==> src/rtl/mmio_pkg.sv <==
// Shared definitions for the mmio console window: register offsets, the
// STATUS bit layout and the TX serializer state encodings. The core's
// address mux and the bench import this package too.
package mmio_pkg;

    localparam logic [3:0] OFF_TXDATA = 4'h0;
    localparam logic [3:0] OFF_STATUS = 4'h4;
    localparam logic [3:0] OFF_TOHOST = 4'h8;

    localparam int ST_FULL      = 0;
    localparam int ST_EMPTY     = 1;
    localparam int ST_ACTIVE    = 2;
    localparam int ST_OVERFLOW  = 3;
    localparam int ST_COUNT_LSB = 4;
    localparam int ST_COUNT_W   = 4;

    typedef enum logic [1:0] {
        TX_IDLE  = 2'd0,
        TX_START = 2'd1,
        TX_DATA  = 2'd2,
        TX_STOP  = 2'd3
    } tx_state_t;

    // Assemble the STATUS register word; all bits outside the fields are zero.
    function automatic logic [31:0] status_word(
        input logic                  full,
        input logic                  empty,
        input logic                  active,
        input logic                  overflow,
        input logic [ST_COUNT_W-1:0] count
    );
        logic [31:0] w;
        w = '0;
        w[ST_FULL]                       = full;
        w[ST_EMPTY]                      = empty;
        w[ST_ACTIVE]                     = active;
        w[ST_OVERFLOW]                   = overflow;
        w[ST_COUNT_LSB +: ST_COUNT_W]    = count;
        return w;
    endfunction

endpackage

==> src/rtl/mmio_console_if.sv <==
// Data-memory side bus between the core's load/store path and the console.
// The core is the master; mmio_console is the slave and answers with
// combinational read data plus a window-hit flag.
interface mmio_console_if;

    logic        mem_we;
    logic        mem_re;
    logic [31:0] mem_addr;
    logic [31:0] mem_wdata;
    logic [31:0] mem_rdata;
    logic        sel;

    modport master (
        output mem_we,
        output mem_re,
        output mem_addr,
        output mem_wdata,
        input  mem_rdata,
        input  sel
    );

    modport slave (
        input  mem_we,
        input  mem_re,
        input  mem_addr,
        input  mem_wdata,
        output mem_rdata,
        output sel
    );

endinterface

==> src/rtl/sync_fifo.sv <==
// Single-clock FIFO with first-word fall-through read data. A push into a
// full FIFO is accepted only when a pop happens in the same cycle, so the
// serializer can refill the slot it just drained.
module sync_fifo #(
    parameter int WIDTH = 8,
    parameter int DEPTH = 4
) (
    input  logic                     clk,
    input  logic                     reset,
    input  logic                     push,
    input  logic                     pop,
    input  logic [WIDTH-1:0]         wdata,
    output logic [WIDTH-1:0]         rdata,
    output logic                     full,
    output logic                     empty,
    output logic [$clog2(DEPTH):0]   count
);

    localparam int PTR_W = $clog2(DEPTH);
    localparam int CNT_W = PTR_W + 1;

    logic [WIDTH-1:0] storage [DEPTH];
    logic [PTR_W-1:0] wr_ptr;
    logic [PTR_W-1:0] rd_ptr;
    logic             do_push;
    logic             do_pop;

    assign full    = (count == CNT_W'(DEPTH));
    assign empty   = (count == '0);
    assign do_pop  = pop && !empty;
    assign do_push = push && (!full || do_pop);
    assign rdata   = storage[rd_ptr];

    // Pointer, occupancy and storage update; pointers wrap naturally since DEPTH is a power of two.
    always_ff @(posedge clk) begin
        if (reset) begin
            wr_ptr <= '0;
            rd_ptr <= '0;
            count  <= '0;
        end else begin
            if (do_push) begin
                storage[wr_ptr] <= wdata;
                wr_ptr          <= wr_ptr + PTR_W'(1);
            end
            if (do_pop) begin
                rd_ptr <= rd_ptr + PTR_W'(1);
            end
            case ({do_push, do_pop})
                2'b10:   count <= count + CNT_W'(1);
                2'b01:   count <= count - CNT_W'(1);
                default: count <= count;
            endcase
        end
    end

endmodule

==> src/rtl/mmio_console.sv <==
// Memory-mapped console and test-exit port. Decodes a three-register window
// (TXDATA, STATUS, TOHOST), queues console bytes in a small FIFO and sends
// them 8N1 on uart_tx, and latches the program's exit code in tohost.
module mmio_console
    import mmio_pkg::*;
#(
    parameter logic [31:0] BASE_ADDR    = 32'h0000_1000,
    parameter int          CLKS_PER_BIT = 16,
    parameter int          FIFO_DEPTH   = 4
) (
    input  logic                clk,
    input  logic                reset,
    mmio_console_if.slave       bus,
    output logic                uart_tx,
    output logic                tohost_valid,
    output logic [31:0]         tohost_value
);

    localparam int BAUD_W = $clog2(CLKS_PER_BIT);
    localparam int CNT_W  = $clog2(FIFO_DEPTH) + 1;
    localparam logic [BAUD_W-1:0] BAUD_LAST = BAUD_W'(CLKS_PER_BIT - 1);

    logic             hit;
    logic [3:0]       offset;
    logic             wr_txdata;
    logic             wr_status;
    logic             wr_tohost;
    logic             unused_load_strobe;

    logic             fifo_pop;
    logic             fifo_full;
    logic             fifo_empty;
    logic [7:0]       fifo_rdata;
    logic [CNT_W-1:0] fifo_count;
    logic             push_dropped;
    logic             overflow;
    logic [31:0]      status;

    tx_state_t        state;
    tx_state_t        state_n;
    logic [BAUD_W-1:0] baud_cnt;
    logic [BAUD_W-1:0] baud_n;
    logic [2:0]       bit_idx;
    logic [2:0]       bit_n;
    logic [7:0]       shreg;
    logic [7:0]       shreg_n;
    logic             tx_n;
    logic             baud_done;

    assign offset = bus.mem_addr[3:0];
    assign hit    = (bus.mem_addr[31:4] == BASE_ADDR[31:4])
                 && (bus.mem_addr[3:2] != 2'b11)
                 && (bus.mem_addr[1:0] == 2'b00);
    assign bus.sel = hit;

    // Reads have no side effects here, so the load strobe is not needed for decode.
    assign unused_load_strobe = bus.mem_re;

    assign wr_txdata = hit && bus.mem_we && (offset == OFF_TXDATA);
    assign wr_status = hit && bus.mem_we && (offset == OFF_STATUS);
    assign wr_tohost = hit && bus.mem_we && (offset == OFF_TOHOST);

    assign push_dropped = wr_txdata && fifo_full && !fifo_pop;

    sync_fifo #(
        .WIDTH (8),
        .DEPTH (FIFO_DEPTH)
    ) u_fifo (
        .clk   (clk),
        .reset (reset),
        .push  (wr_txdata),
        .pop   (fifo_pop),
        .wdata (bus.mem_wdata[7:0]),
        .rdata (fifo_rdata),
        .full  (fifo_full),
        .empty (fifo_empty),
        .count (fifo_count)
    );

    assign status = status_word(fifo_full, fifo_empty, (state != TX_IDLE),
                                overflow, ST_COUNT_W'(fifo_count));

    // Read mux shows pre-edge register state, so a same-cycle store is not visible yet.
    always_comb begin
        bus.mem_rdata = '0;
        if (hit) begin
            case (offset)
                OFF_STATUS: bus.mem_rdata = status;
                OFF_TOHOST: bus.mem_rdata = tohost_value;
                default:    bus.mem_rdata = '0;
            endcase
        end
    end

    // Exit-code latch and sticky overflow flag; a dropped byte wins over a clear.
    always_ff @(posedge clk) begin
        if (reset) begin
            tohost_valid <= 1'b0;
            tohost_value <= '0;
            overflow     <= 1'b0;
        end else begin
            if (wr_tohost) begin
                tohost_valid <= 1'b1;
                tohost_value <= bus.mem_wdata;
            end
            if (push_dropped) begin
                overflow <= 1'b1;
            end else if (wr_status && bus.mem_wdata[ST_OVERFLOW]) begin
                overflow <= 1'b0;
            end
        end
    end

    assign baud_done = (baud_cnt == BAUD_LAST);

    // Serializer next-state: uart_tx is registered, so tx_n is the level for the coming state/bit.
    always_comb begin
        state_n  = state;
        baud_n   = baud_cnt + BAUD_W'(1);
        bit_n    = bit_idx;
        shreg_n  = shreg;
        tx_n     = uart_tx;
        fifo_pop = 1'b0;
        case (state)
            TX_IDLE: begin
                baud_n = '0;
                tx_n   = 1'b1;
                if (!fifo_empty) begin
                    fifo_pop = 1'b1;
                    shreg_n  = fifo_rdata;
                    state_n  = TX_START;
                    tx_n     = 1'b0;
                end
            end
            TX_START: begin
                if (baud_done) begin
                    baud_n  = '0;
                    bit_n   = '0;
                    state_n = TX_DATA;
                    tx_n    = shreg[0];
                end
            end
            TX_DATA: begin
                if (baud_done) begin
                    baud_n = '0;
                    if (bit_idx == 3'd7) begin
                        state_n = TX_STOP;
                        tx_n    = 1'b1;
                    end else begin
                        bit_n   = bit_idx + 3'd1;
                        shreg_n = {1'b0, shreg[7:1]};
                        tx_n    = shreg[1];
                    end
                end
            end
            TX_STOP: begin
                if (baud_done) begin
                    baud_n = '0;
                    if (!fifo_empty) begin
                        fifo_pop = 1'b1;
                        shreg_n  = fifo_rdata;
                        state_n  = TX_START;
                        tx_n     = 1'b0;
                    end else begin
                        state_n = TX_IDLE;
                        tx_n    = 1'b1;
                    end
                end
            end
            default: begin
                state_n = TX_IDLE;
                baud_n  = '0;
                tx_n    = 1'b1;
            end
        endcase
    end

    // Serializer registers; reset drops any partial frame and forces the line idle.
    always_ff @(posedge clk) begin
        if (reset) begin
            state    <= TX_IDLE;
            baud_cnt <= '0;
            bit_idx  <= '0;
            shreg    <= '0;
            uart_tx  <= 1'b1;
        end else begin
            state    <= state_n;
            baud_cnt <= baud_n;
            bit_idx  <= bit_n;
            shreg    <= shreg_n;
            uart_tx  <= tx_n;
        end
    end

endmodule

==> src/flat_wrapper.sv <==
// flat-port wrapper written by rule: the top's interface ports become plain ports
module mmio_console_flat import mmio_pkg::*;
#(
    parameter logic [31:0] BASE_ADDR    = 32'h0000_1000,
    parameter int          CLKS_PER_BIT = 16,
    parameter int          FIFO_DEPTH   = 4
)
  (clk, reset, uart_tx, tohost_valid, tohost_value, bus_mem_we, bus_mem_re, bus_mem_addr, bus_mem_wdata, bus_mem_rdata, bus_sel);
  mmio_console_if bus_i ();
  input  logic clk;
  input  logic reset;
  output logic uart_tx;
  output logic tohost_valid;
  output logic [31:0] tohost_value;
  input wire logic [$bits(bus_i.mem_we)-1:0] bus_mem_we;
  input wire logic [$bits(bus_i.mem_re)-1:0] bus_mem_re;
  input wire logic [$bits(bus_i.mem_addr)-1:0] bus_mem_addr;
  input wire logic [$bits(bus_i.mem_wdata)-1:0] bus_mem_wdata;
  output wire logic [$bits(bus_i.mem_rdata)-1:0] bus_mem_rdata;
  output wire logic [$bits(bus_i.sel)-1:0] bus_sel;
  assign bus_i.mem_we = bus_mem_we;
  assign bus_i.mem_re = bus_mem_re;
  assign bus_i.mem_addr = bus_mem_addr;
  assign bus_i.mem_wdata = bus_mem_wdata;
  assign bus_mem_rdata = bus_i.mem_rdata;
  assign bus_sel = bus_i.sel;
  mmio_console #(.BASE_ADDR(BASE_ADDR), .CLKS_PER_BIT(CLKS_PER_BIT), .FIFO_DEPTH(FIFO_DEPTH)) u_core (.clk(clk), .reset(reset), .bus(bus_i), .uart_tx(uart_tx), .tohost_valid(tohost_valid), .tohost_value(tohost_value));
endmodule
==> config.mk <==
export PLATFORM = sky130hd
export DESIGN_NAME = mmio_console_flat
export DESIGN_NICKNAME = d
export VERILOG_FILES = /design/src/rtl/mmio_pkg.sv /design/src/rtl/mmio_console_if.sv /design/src/rtl/sync_fifo.sv /design/src/rtl/mmio_console.sv /design/src/flat_wrapper.sv
export SDC_FILE = /design/constraint.sdc
export NUM_CORES = 1
export LEC_CHECK = 0
export ABC_AREA = 1
export BUFFER_PORTS_ARGS = -buffer_cell sky130_fd_sc_hd__buf_4
export CAP_MARGIN = 25
export CORE_MARGIN = 8
export CORE_UTILIZATION = 35
export CTS_BUF_LIST = sky130_fd_sc_hd__clkbuf_4 sky130_fd_sc_hd__clkbuf_8
export DETAILED_ROUTE_END_ITERATION = 10
export HOLD_SLACK_MARGIN = 0.02
export MAX_ROUTING_LAYER = met4
export PLACE_DENSITY_LB_ADDON = 0.2
export SYNTH_ARGS = -nofsm -noshare
export SYNTH_HDL_FRONTEND = slang
export SYNTH_SLANG_ARGS = --single-unit
==> constraint.sdc <==
create_clock -name clk -period 5.4 [get_ports clk]
set_input_delay 1.08 -clock clk [delete_from_list [all_inputs] [get_ports clk]]
set_output_delay 1.08 -clock clk [all_outputs]
set_load 0.1 [all_outputs]
==> metrics.md <==
| Metric | Value |
|---|---|
| Kind of path behind the tightest hold check | reg2reg |
| # hold bufs at CTS | 0 |
| Critical path class | in2out |
| CTS tree | yes |
| Number of global-route vias before repair | 3903 |
| Post-detailed-placement half-perimeter wirelength | 8.83 mm |
| Worst reg2reg setup slack | 2710 ps |
| Max Cap Violations | 0 |
| Number of antenna cells inserted | 0 |
| Number of search-and-repair iterations in the first detailed-routing pass | 4 |
| Area added between synthesis and finish | 30.5% |
| Startpoint of the worst-slack reg-to-reg timing path | u_core.state[0] |
| Setup repair after global routing missed its margin | false |
| Slew of the pin with the lowest slew margin | 1000 ps |
| Initial antenna violation count | 0 |
| Number of warning messages in the yosys log | 0 |
| Data required time of the critical path | 4320 ps |
| Count of flip-flops with a built-in enable after synthesis | 32 |
| Post-layout minimum cycle time | 3790 ps |
| Number of cells in the finished layout apart from fillers | 801 |
| Async set-reset flop share out of synthesis | 0% |
| Worst slew slack as a fraction of its limit | 33.2% |
| Net switching component of the power | 0.547 mW |
| Most instantiated flip-flop cell in the synthesis netlist | sky130_fd_sc_hd__dfxtp_1 |
| Pin count of the biggest net entering global routing | 65 |
| Power density cells | 307 nW/um^2 |
| Total detailed-routing wirelength | 12.0 mm |
| Vias per cell | 4.93 |
| Outcome | finished, final reports clean |
| Power Internal | 1.17 mW |
| Clock share of power | 30.2% |
| Top-level I/O count | 135 |
| Initial core utilization | 35.7% |
| Total global routing track utilization | 15.2% |
| Setup TNS | 0 ps |
| Signal arrival time at the worst endpoint | 2710 ps |
| Core footprint | 12000 um^2 |
| Number of input and output port buffers inserted | 133 |
| DIE HEIGHT | 127 um |
| Drt wl/cell | 15.0 um |
| Count of placed standard cells including taps | 784 |
| Worst Setup EP | bus_mem_rdata[13] |
| Register share of total power | 47.2% |
| Sinks on the clock net | 93 |
| Fraction of final layout cells with drive strength greater than 1 | 24.9% |
| Detailed-route wire length on metal 1 | 5.35 mm |
| Gates resized, CTS repair | 0 |
| Sw frac | 31.9% |
| Cell area after placement | 5350 um^2 |
| Endpoints failing hold | 0 |
| Post-Syn Area per Cell | 8.17 um^2 |
| Fmax | 0.264 GHz |
| Post-detailed-route DRC marker count | 0 |
| Final net count | 730 |
| Sequential-to-total area share from yosys stat | 50.9% |
| Area of all placed cells without fillers | 5600 um^2 |
| Gpl congestion | 0.826 |
| Worst skew pair latency | 370 ps |
| Leading post-synthesis cells by cell area | sky130_fd_sc_hd__dfxtp_1 28%, sky130_fd_sc_hd__edfxtp_1 22%, sky130_fd_sc_hd__a21oi_1 6.3%, sky130_fd_sc_hd__nor2_1 6.2%, sky130_fd_sc_hd__nand2_1 6.0% |
| Hold Path Stages | 1 |
| Worst slack at placement | 1320 ps |
| Top routing layer in use | met4 |
| Worst Setup Slack, final | 1610 ps |
| Crit. End Element | output port |
| GRT Residual Overflow | 0 |
| Crit Reg-Reg Endpoint | u_core.u_fifo.storage[3][6] |
| Critical path peak fanout | 26 |
| Sum of met3 wire segment lengths after detailed routing | 773 um |
| Die X | 127 um |
| Top cells by instance count after synthesis | 71 x sky130_fd_sc_hd__nor2_1, 69 x sky130_fd_sc_hd__nand2_1, 61 x sky130_fd_sc_hd__dfxtp_1 |
| Distinct cell type count of the synthesized netlist | 33 |
| Std cell rows | 40 |
| Number of levels in the clock H-tree | 3 |
| Met2 Wirelength | 5.77 mm |
| Worst Reg2Reg Path Length in Cells | 11 |
| Setup violations, final | 0 |
| Vias | 3949 |
| Final period util | 70.2% |
| Total of flip-flops plus latches after synthesis | 93 |
| Post-Syn Area | 4290 um^2 |
| Clock transition at the register clock pins on the worst setup and hold paths after CTS | 80 ps |
| Final number of max-transition violations | 0 |
| Leakage power total | 2.26 nW |
| Layout Skew | 11.9 ps |
| CTS buffer count | 9 |
| First-pass GRT wire length | 19.1 mm |
| Longest Clk Path Bufs | 2 |
| Dominant cell type by area after synthesis | sky130_fd_sc_hd__dfxtp_1 |
| Highest ir drop seen on vdd | 141 uV |
| Part of the total power dissipated in combinational logic | 22.6% |
| Die Outline Area | 16100 um^2 |
| Type of element launching the critical path | input pin |
| Portion of synthesized cell area occupied by the leading cell type | 28.5% |
| Cell with the most instances after synthesis | sky130_fd_sc_hd__nor2_1 |
| Count of nets left with antenna violations after detail routing | 0 |
| Number of instances in the synthesized netlist | 525 |
| Clock root cell | sky130_fd_sc_hd__clkbuf_8 |
| Worst setup path startpoint | bus_mem_addr[1] |
| Count of routing violations after the opening detailed-route iteration | 217 |
| Post-CTS setup buffer count | 0 |
| Mapped Nets | 606 |
-- worst min path at each step --
stage,startpoint,endpoint
finish,u_core.baud_cnt[0],u_core.baud_cnt[0]
global route,u_core.baud_cnt[0],u_core.baud_cnt[0]
CTS,u_core.baud_cnt[0],u_core.baud_cnt[0]
detailed placement,u_core.baud_cnt[0],u_core.baud_cnt[0]
global placement,u_core.baud_cnt[0],u_core.baud_cnt[0]
floorplan,u_core.baud_cnt[0],u_core.baud_cnt[0]
-- power by group through the flow --
| stage | combinational [mW] | clock, mW | sequential, mW |
|---|---|---|---|
| 6_report | 0.388 | 0.518 | 0.810 |
| 5_1_grt | 0.449 | 0.558 | 0.818 |
| 4_1_cts | 0.390 | 0.531 | 0.810 |
| 3_5_place_dp | 0.388 | 0 | 0.826 |
| 3_3_place_gp | 0.375 | 0 | 0.824 |
| 2_1_floorplan | 0.267 | 0 | 0.830 |
-- flip-flops by register name, summed over array words and instances (netlist names), named ones only --
| signal | cells |
|---|---|
| u_core.u_fifo.wr_ptr | 2 |
| u_core.uart_tx | 1 |
| u_core.u_fifo.count | 3 |
| u_core.bit_idx | 3 |
| u_core.tohost_value | 32 |
| u_core.tohost_valid | 1 |
| u_core.state | 2 |
| u_core.overflow | 1 |
| u_core.u_fifo.storage | 32 |
| u_core.shreg | 8 |
| u_core.baud_cnt | 4 |
| u_core.u_fifo.rd_ptr | 2 |
-- cell families (layout without fill, tap and decap cells) --
logic type | Yosys count | in the layout | share of synthesized area [%]
buffers and inverters | 86 | 215 | 8.66
flip-flops | 93 | 93 | 50.9
AND/OR/NAND/NOR | 188 | 188 | 18.5
XOR/XNOR | 1 | 1 | 0.204
adder cells (fa/ha/maj) | 13 | 13 | 3.97
AO/OA/AOI/OAI | 144 | 144 | 17.8
-- critical path: stages --
cell                     delay [ps]
sky130_fd_sc_hd__buf_4          110
sky130_fd_sc_hd__nor2_2         150
sky130_fd_sc_hd__inv_2           80
sky130_fd_sc_hd__nor3_4         300
sky130_fd_sc_hd__inv_2          300
sky130_fd_sc_hd__nor3_1         330
sky130_fd_sc_hd__buf_4          350
-- metal layers --
metal	GRT usage [%]	vias to the layer above
met5	-	-
met4	4.69	0
met3	5.07	12
met2	24.1	112
met1	18.1	1819
li1	-	2006
-- stage by stage --
stage / hold slack [ps] / power (mW) / util (%)
after detailed placement: 439 / 1.21 / 44.5
after floorplan: 418 / 1.10 / -
after global placement: 432 / 1.20 / 44.5
after global routing: 493 / 1.83 / 46.6
after CTS: 451 / 1.73 / 46.4
final: 449 / 1.72 / 46.6
-- layout by cell type, fill, tap and decap left out, drive strengths merged, types with 3 or more instances in the layout --
cell type,n
a21oi,54
edfxtp,32
nand2,70
a31oi,7
buf,135
clkinv,3
o21ai,70
ha,12
nand4,3
inv,64
nor2,76
nor3,27
nand3,11
clkbuf,9
o22ai,8
dfxtp,61
-- area by class of cell --
class	count	area, um^2
repair buffers	135	1030
clock inverters	7	97.6
inverters	64	240
fillers	1197	6410
well taps	147	184
clock buffers	9	124
multi-input cells	346	1740
flip-flops and latches	93	2180
No activity file was read; power rests on OpenSTA's default activity.
